<file path="config.mk">
export PLATFORM = sky130hd
export DESIGN_NAME = dmem_arbiter
export DESIGN_NICKNAME = d
export VERILOG_FILES = /design/src/rtl/dmem_arbiter.sv
export SDC_FILE = /design/constraint.sdc
export NUM_CORES = 1
export LEC_CHECK = 0
export ABC_AREA = 0
export CORE_MARGIN = 4
export CORE_UTILIZATION = 39
export DETAILED_ROUTE_END_ITERATION = 16
export PLACE_DENSITY = 0.76
export SETUP_SLACK_MARGIN = 0.1
export SYNTH_ARGS = -nofsm -noshare
export SYNTH_HDL_FRONTEND = slang
export SYNTH_SLANG_ARGS = --single-unit
</file>
<file path="constraint.sdc">
create_clock -name clk -period 4.5 [get_ports clk]
set_input_delay 0.675 -clock clk [delete_from_list [all_inputs] [get_ports clk]]
set_output_delay 0.675 -clock clk [all_outputs]
set_load 0.005 [all_outputs]
</file>
<file path="src/rtl/dmem_arbiter.sv">
// dmem_arbiter: cpu/dbg arbiter and access sequencer in front of the data memory.
// Each legal access holds the memory interface for WAIT_CYCLES+1 cycles, then acks once.
module dmem_arbiter #(
    parameter int ADDR_WIDTH  = 32,
    parameter int DATA_WIDTH  = 32,
    parameter int MEM_SIZE    = 8192,
    parameter int WAIT_CYCLES = 1,
    parameter int MAX_STARVE  = 4
) (
    input  logic                  clk,
    input  logic                  rst,

    input  logic                  cpu_req,
    input  logic                  cpu_we,
    input  logic [ADDR_WIDTH-1:0] cpu_addr,
    input  logic [DATA_WIDTH-1:0] cpu_wdata,
    output logic [DATA_WIDTH-1:0] cpu_rdata,
    output logic                  cpu_ack,
    output logic                  cpu_stall,

    input  logic                  dbg_req,
    input  logic                  dbg_we,
    input  logic [ADDR_WIDTH-1:0] dbg_addr,
    input  logic [DATA_WIDTH-1:0] dbg_wdata,
    output logic [DATA_WIDTH-1:0] dbg_rdata,
    output logic                  dbg_ack,

    output logic                  err,

    output logic [ADDR_WIDTH-1:0] mem_address,
    output logic [DATA_WIDTH-1:0] mem_write_data,
    output logic                  mem_read,
    output logic                  mem_write,
    input  logic [DATA_WIDTH-1:0] mem_read_data
);

    typedef enum logic [1:0] {
        IDLE,
        ACCESS,
        DONE
    } state_t;

    localparam logic [ADDR_WIDTH-1:0] LAST_WORD  = ADDR_WIDTH'(MEM_SIZE - 4);
    localparam logic [3:0]            CNT_INIT   = 4'(WAIT_CYCLES);
    localparam logic [3:0]            STARVE_MAX = 4'(MAX_STARVE);

    state_t                state;
    state_t                state_nxt;
    logic [3:0]            cnt;
    logic [3:0]            cnt_nxt;
    logic [3:0]            starve;
    logic [3:0]            starve_nxt;
    logic                  lat_we;
    logic                  lat_we_nxt;
    logic [ADDR_WIDTH-1:0] lat_addr;
    logic [ADDR_WIDTH-1:0] lat_addr_nxt;
    logic [DATA_WIDTH-1:0] lat_wdata;
    logic [DATA_WIDTH-1:0] lat_wdata_nxt;
    logic                  win_dbg;
    logic                  win_dbg_nxt;
    logic                  err_pending;
    logic                  err_pending_nxt;
    logic [DATA_WIDTH-1:0] cpu_rdata_q;
    logic [DATA_WIDTH-1:0] cpu_rdata_nxt;
    logic [DATA_WIDTH-1:0] dbg_rdata_q;
    logic [DATA_WIDTH-1:0] dbg_rdata_nxt;

    logic                  grant_dbg;
    logic                  sel_we;
    logic [ADDR_WIDTH-1:0] sel_addr;
    logic [DATA_WIDTH-1:0] sel_wdata;
    logic                  sel_bad;
    logic [DATA_WIDTH-1:0] capture;

    always_ff @(posedge clk or posedge rst) begin
        if (rst) begin
            state       <= IDLE;
            cnt         <= '0;
            starve      <= '0;
            lat_we      <= 1'b0;
            lat_addr    <= '0;
            lat_wdata   <= '0;
            win_dbg     <= 1'b0;
            err_pending <= 1'b0;
            cpu_rdata_q <= '0;
            dbg_rdata_q <= '0;
        end else begin
            state       <= state_nxt;
            cnt         <= cnt_nxt;
            starve      <= starve_nxt;
            lat_we      <= lat_we_nxt;
            lat_addr    <= lat_addr_nxt;
            lat_wdata   <= lat_wdata_nxt;
            win_dbg     <= win_dbg_nxt;
            err_pending <= err_pending_nxt;
            cpu_rdata_q <= cpu_rdata_nxt;
            dbg_rdata_q <= dbg_rdata_nxt;
        end
    end

    always_comb begin
        state_nxt       = state;
        cnt_nxt         = cnt;
        starve_nxt      = starve;
        lat_we_nxt      = lat_we;
        lat_addr_nxt    = lat_addr;
        lat_wdata_nxt   = lat_wdata;
        win_dbg_nxt     = win_dbg;
        err_pending_nxt = err_pending;
        cpu_rdata_nxt   = cpu_rdata_q;
        dbg_rdata_nxt   = dbg_rdata_q;

        // cpu has priority unless dbg has waited MAX_STARVE cpu grants
        grant_dbg = dbg_req & (~cpu_req | (starve == STARVE_MAX));
        sel_we    = grant_dbg ? dbg_we    : cpu_we;
        sel_addr  = grant_dbg ? dbg_addr  : cpu_addr;
        sel_wdata = grant_dbg ? dbg_wdata : cpu_wdata;
        sel_bad   = (sel_addr[1:0] != 2'b00) | (sel_addr > LAST_WORD);
        capture   = lat_we ? '0 : mem_read_data;

        unique case (state)
            IDLE: begin
                if (!dbg_req) begin
                    starve_nxt = '0;
                end
                if (cpu_req || dbg_req) begin
                    lat_we_nxt    = sel_we;
                    lat_addr_nxt  = sel_addr;
                    lat_wdata_nxt = sel_wdata;
                    win_dbg_nxt   = grant_dbg;
                    if (grant_dbg) begin
                        starve_nxt = '0;
                    end else if (dbg_req) begin
                        starve_nxt = starve + 4'd1;
                    end
                    if (sel_bad) begin
                        err_pending_nxt = 1'b1;
                        state_nxt       = DONE;
                        if (grant_dbg) begin
                            dbg_rdata_nxt = '0;
                        end else begin
                            cpu_rdata_nxt = '0;
                        end
                    end else begin
                        err_pending_nxt = 1'b0;
                        cnt_nxt         = CNT_INIT;
                        state_nxt       = ACCESS;
                    end
                end
            end
            ACCESS: begin
                if (cnt == 4'd0) begin
                    state_nxt = DONE;
                    if (win_dbg) begin
                        dbg_rdata_nxt = capture;
                    end else begin
                        cpu_rdata_nxt = capture;
                    end
                end else begin
                    cnt_nxt = cnt - 4'd1;
                end
            end
            DONE: begin
                state_nxt = IDLE;
            end
            default: begin
                state_nxt = IDLE;
            end
        endcase
    end

    assign mem_address    = (state == ACCESS) ? lat_addr  : '0;
    assign mem_write_data = (state == ACCESS) ? lat_wdata : '0;
    assign mem_read       = (state == ACCESS) & ~lat_we;
    assign mem_write      = (state == ACCESS) & lat_we;

    assign cpu_ack   = (state == DONE) & ~win_dbg;
    assign dbg_ack   = (state == DONE) & win_dbg;
    assign err       = (state == DONE) & err_pending;
    assign cpu_stall = cpu_req & ~cpu_ack;
    assign cpu_rdata = cpu_rdata_q;
    assign dbg_rdata = dbg_rdata_q;

endmodule

</file>
# After elaboration in Yosys (flattened, before gate mapping)
# Index checks and enable logic that the tools add are counted.
# totals
regBits,141
inputBits,166
out_inout_bits,134
elab_cells,79
# op_classes
addsub,2
magnitude_cmp,1
eq_ne,12
muxes,31
bitwise,13
n_reduce_logical,10
# op_table
op,n
2-to-1 mux 32 bit,15
case mux 32 bit (2 select lines),2
"> comparator 32 x 13 -> 1 bit, second input constant",1
2-to-1 mux 4 bit,7
"!= test 2 bit, second input constant",9
AND reduction 6 bit,2
case mux 4 bit (2 select lines),1
AND 1 bit,7
2-to-1 mux 2 bit,3
"adder 4 x 1 -> 4 bit, second input constant",1
"== test 4 x 3 -> 1 bit, second input constant",1
zero test 4 bit,1
inverter 1 bit,4
case mux 2 bit (2 select lines),1
AND reduction 2 bit,2
AND reduction 4 bit,1
nonzero test 2 bit,2
"subtractor 4 x 1 -> 4 bit, second input constant",1
"== test 2 x 1 -> 1 bit, second input constant",1
"== test 2 bit, second input constant",1
zero test 2 bit,1
2-to-1 mux 1 bit,2
bitwise OR 1 bit,2
logical OR 1 bit,1

# Logic depth before layout (Yosys ltp)
# depth
depth_word,9
depth_mapped,8
mapped_depth_nobuf,7

# Least setup slack after synthesis
# OpenSTA, ideal clock, no wires.
# synth_timing
path_kind,input to register
from,in cpu_addr[25]
to,reg cpu_rdata_q[0] (netlist: cpu_rdata[0])
setup_time_ns,0.125
arrival_ns,2.120
t_required_ns,4.375
path_slack_ns,2.255
cell_stages,5
n_path_buf,1
cell_sequence,or4_4 -> nor4_4 -> o22a_4 -> buf_12 -> mux2_4
# synth_via
elab_chain_len,5
# synth_rtl
item,line,source
start: declaration,15,"input logic [ADDR_WIDTH-1:0] cpu_addr,"
2-to-1 mux 32 bit,116,sel_addr = grant_dbg ? dbg_addr : cpu_addr;
> comparator 32 x 13 -> 1 bit,118,sel_bad = (sel_addr[1:0] != 2'b00) | (sel_addr > LAST_WORD);
bitwise OR 1 bit,118,
!= test 2 bit (no source line),-,
AND reduction 6 bit (no source line),-,
end signal: assignment,96,cpu_rdata_q <= cpu_rdata_nxt;
end: declaration,63,logic [DATA_WIDTH-1:0] cpu_rdata_q;
# Every way passes these cells.
# A chain may end at the register's enable or synchronous reset.

# Final worst setup path
# layout_timing
from,reg state[1]
to,out mem_write_data[15]
# layout_via
elab_chain_len,2
# layout_rtl
item,line,source
start: declaration,47,state_t state;
start signal: assignment,88,state <= state_nxt;
== test 2 x 1 -> 1 bit,173,assign mem_write_data = (state == ACCESS) ? lat_wdata : '0;
2-to-1 mux 32 bit,173,
end: declaration,31,"output logic [DATA_WIDTH-1:0] mem_write_data,"
# Every way passes these cells.

==> reports/metrics.cfg <==
[run_status]
status=completed

[synth]
syn_nets=820
yosysWarningCount=0
seq_area_frac_synth_pct=49.73
syn_area_sq_um=7096
synth_cells=650
yosys.area.top_type=dfrtp_1
synth.avg_cell_area_sq_um=10.92
ys_top_cells_by_area=dfrtp_1 (50%), mux2_4 (13%), and2_1 (8.6%)
ys_seq_elements=141
synthDistinctLibCells=40
synth_top_area_share_pct=49.73

[floorplan]
rows=49
die-height_microns=142.9
initial_core_util_pct=39.64
die_area_sq_um=20420
die_w_microns=142.9
ioPinCount=300
core-area_sq_um=17900

[power_and_ir_drop]
vdd_drop_max_mv=0.2952
internal_power_uw=3948
power.density_nw_per_um2=524.9
power_frac_comb_pct=38.1
finalPower_uw=5737
seq_power_share_pct=35.1
p_switching_uw=1790
power.share.clock_pct=26.7
p_sw_share_pct=31.19
power.leakage_uw=0.004747

[detailed_routing]
drtIter0Drc=306
routed_wl_microns=20100
vias=5724
ant_nets=0
drt-pass1-iter-count=4
route.detailed.drc=0
vias_per_cell=4.847
wl_per_cell_microns=17.02

[cells_and_area]
insertedDiodeCount=0
final_core_util_pct=61.06
layout_common_cells=clkdlybuf4s50_1 (299), dfrtp_1 (141), and2_1 (97)
final_nets=1109
drive_gt1_share_pct=12.71
syn2layout_area_growth_pct=54.05
stdcell_area_sq_um=10930
final_common_cell=clkdlybuf4s50_1

[clock_network]
htree_levels=4
cts_tree=done
cts_setup_buffers=0
cts_resized=0
hold_buffers=0
cts_root_buf=clkbuf_16
clock_sinks=141
clock_path_buffers=2
clk_latency_ns=0.42
clk_pin_slew_ns=0.06
cts_made_buffers=17

[worst_setup_path]
crit_fanout=40
cpPeakStageDelay_ns=0.52
worst-path-buf-inv=2
crit_required_ns=3.83
end_kind=output pin
worstPathArrival_ns=2.49
critical_path.cell_chain=nor2b_4 -> buf_4 -> and2_1 -> clkdlybuf4s50_1
startpoint_type=flop
crit_family=buffers and inverters
crit_type=reg2out
critPathSlowestCell=clkdlybuf4s50_1

[sta]
slew_headroom_pct=50.28
rsz0062_at_grt=false
setup_viol=0
worst_pin_slew_ns=0.7443
final_max_slew_viol_count=0
fin_skew_ns=0.006559
fin_crit_sh_pct=70.33
finalHoldViolCount=0
max_freq_ghz=0.3160
period_minus_slack_ns=3.165
fin_tns_setup_ns=0

[global_route]
grt_max_degree=66
grt_pass1_vias=5859
grt_pass1_wl_microns=31290
grt-ovfl-total=0
grt_usage_pct=19.52
antenna_found_initial=0

[placement]
port-buffer-count=299
place_congestion=0.8202
placed_area_sq_um=10280
hpwl_microns=15000

[run]
maxCapViolations=0

[worst_hold_path]
hp-class=reg2reg

## worst paths after layout
kind / from / to / slack, ns / cells past startpoint
worst max-delay path: state[1] / mem_write_data[15] / 1.34 / 4
worst min-delay path: lat_wdata[8] / lat_wdata[8] / 0.47 / 2
worst max register to register: state[1] / dbg_rdata[30] / 1.79 / 7
worst min register to register: lat_wdata[8] / lat_wdata[8] / 0.47 / 2
max in group asynchronous: rst / lat_wdata[31] / 2.70 / 3
min in group asynchronous: rst / cpu_rdata[1] / 0.74 / 2
## flip-flops by register name, summed over array words and instances, names as in the netlist
signal and count:
lat_we 1, dbg_rdata 32, lat_wdata 32, cpu_rdata 32, err_pending 1, state 2, lat_addr 32, win_dbg 1
cnt 4, starve 4
## metal layers
metal | up-vias | wire length (microns) | global-route usage (%)
li1 | 2802 | - | -
met1 | 2718 | 8024 | 23.58
met2 | 175 | 10240 | 33.51
met3 | 29 | 1439 | 5.995
met4 | 0 | 399 | 6.053
met5 | - | 0 | 0
## cell families (layout without fill, tap and decap cells)
| kind of cell | Yosys count | in the layout | share of synthesized area [%] |
|---|---|---|---|
| AND/OR/NAND/NOR | 254 | 254 | 18.50 |
| flip-flops | 141 | 141 | 49.73 |
| multiplexers | 109 | 109 | 19.70 |
| AO/OA/AOI/OAI | 91 | 91 | 7.565 |
| buffers and inverters | 51 | 353 | 3.809 |
| adder cells (fa/ha/maj) | 4 | 4 | 0.7054 |
## Yosys cell counts, drive strengths merged
library cell and count:
nand3b 1, clkbuf 28, buf 12, a211o 1, a311oi 1, o221ai 1, a21oi 1, nand3 3
o21ai 55, or4b 1, mux2 65, o311ai 1, nand2 95, inv 11, nand2b 4, a2bb2oi 1
o22a 1, nand4 4, nor3 2, nor2b 2, a21boi 1, or4 2, ha 4, o22ai 2
dfrtp 141, nor4 8, o31a 1, a21o 1, nor2 34, and2 97, mux2i 44, o31ai 2
or2 1, a31oi 22
## worst reg2reg max path, stage by stage, from the launching register on
cell and delay [ns]:
dfrtp_1 0.43, or2_1 0.38, nor2_4 0.15, buf_4 0.38, nand2_1 0.19, o22ai_4 0.12, buf_4 0.52, mux2_2 0.44
## cell type report
type,count,area [sq um]
sequential,141,3528
timing repair buffer,310,3088
tap,229,286.5
clock buffer,18,439.2
inverter,11,45.04
fill,1483,6972
clock inverter,14,206.4
multi-input combinational,458,3337
## stage by stage
step,cells,hold WS (ns),setup WS [ns]
floorplan,650,0.4418,2.062
global placement,1149,0.4523,1.156
detailed placement,1149,0.4619,1.121
CTS,1181,0.4766,1.280
global route,1181,0.4985,1.151
finish,1181,0.4698,1.335
## power by group through the flow
stage / registers (uW) / logic (uW) / clock network (uW)
final: 2010 / 2190 / 1530
after global routing: 2080 / 2420 / 1620
after CTS: 2020 / 2230 / 1570
after detailed placement: 2030 / 2230 / 0
after global placement: 2010 / 2180 / 0
after floorplan: 1980 / 1220 / 0
Power figures use the tool's default switching activity.
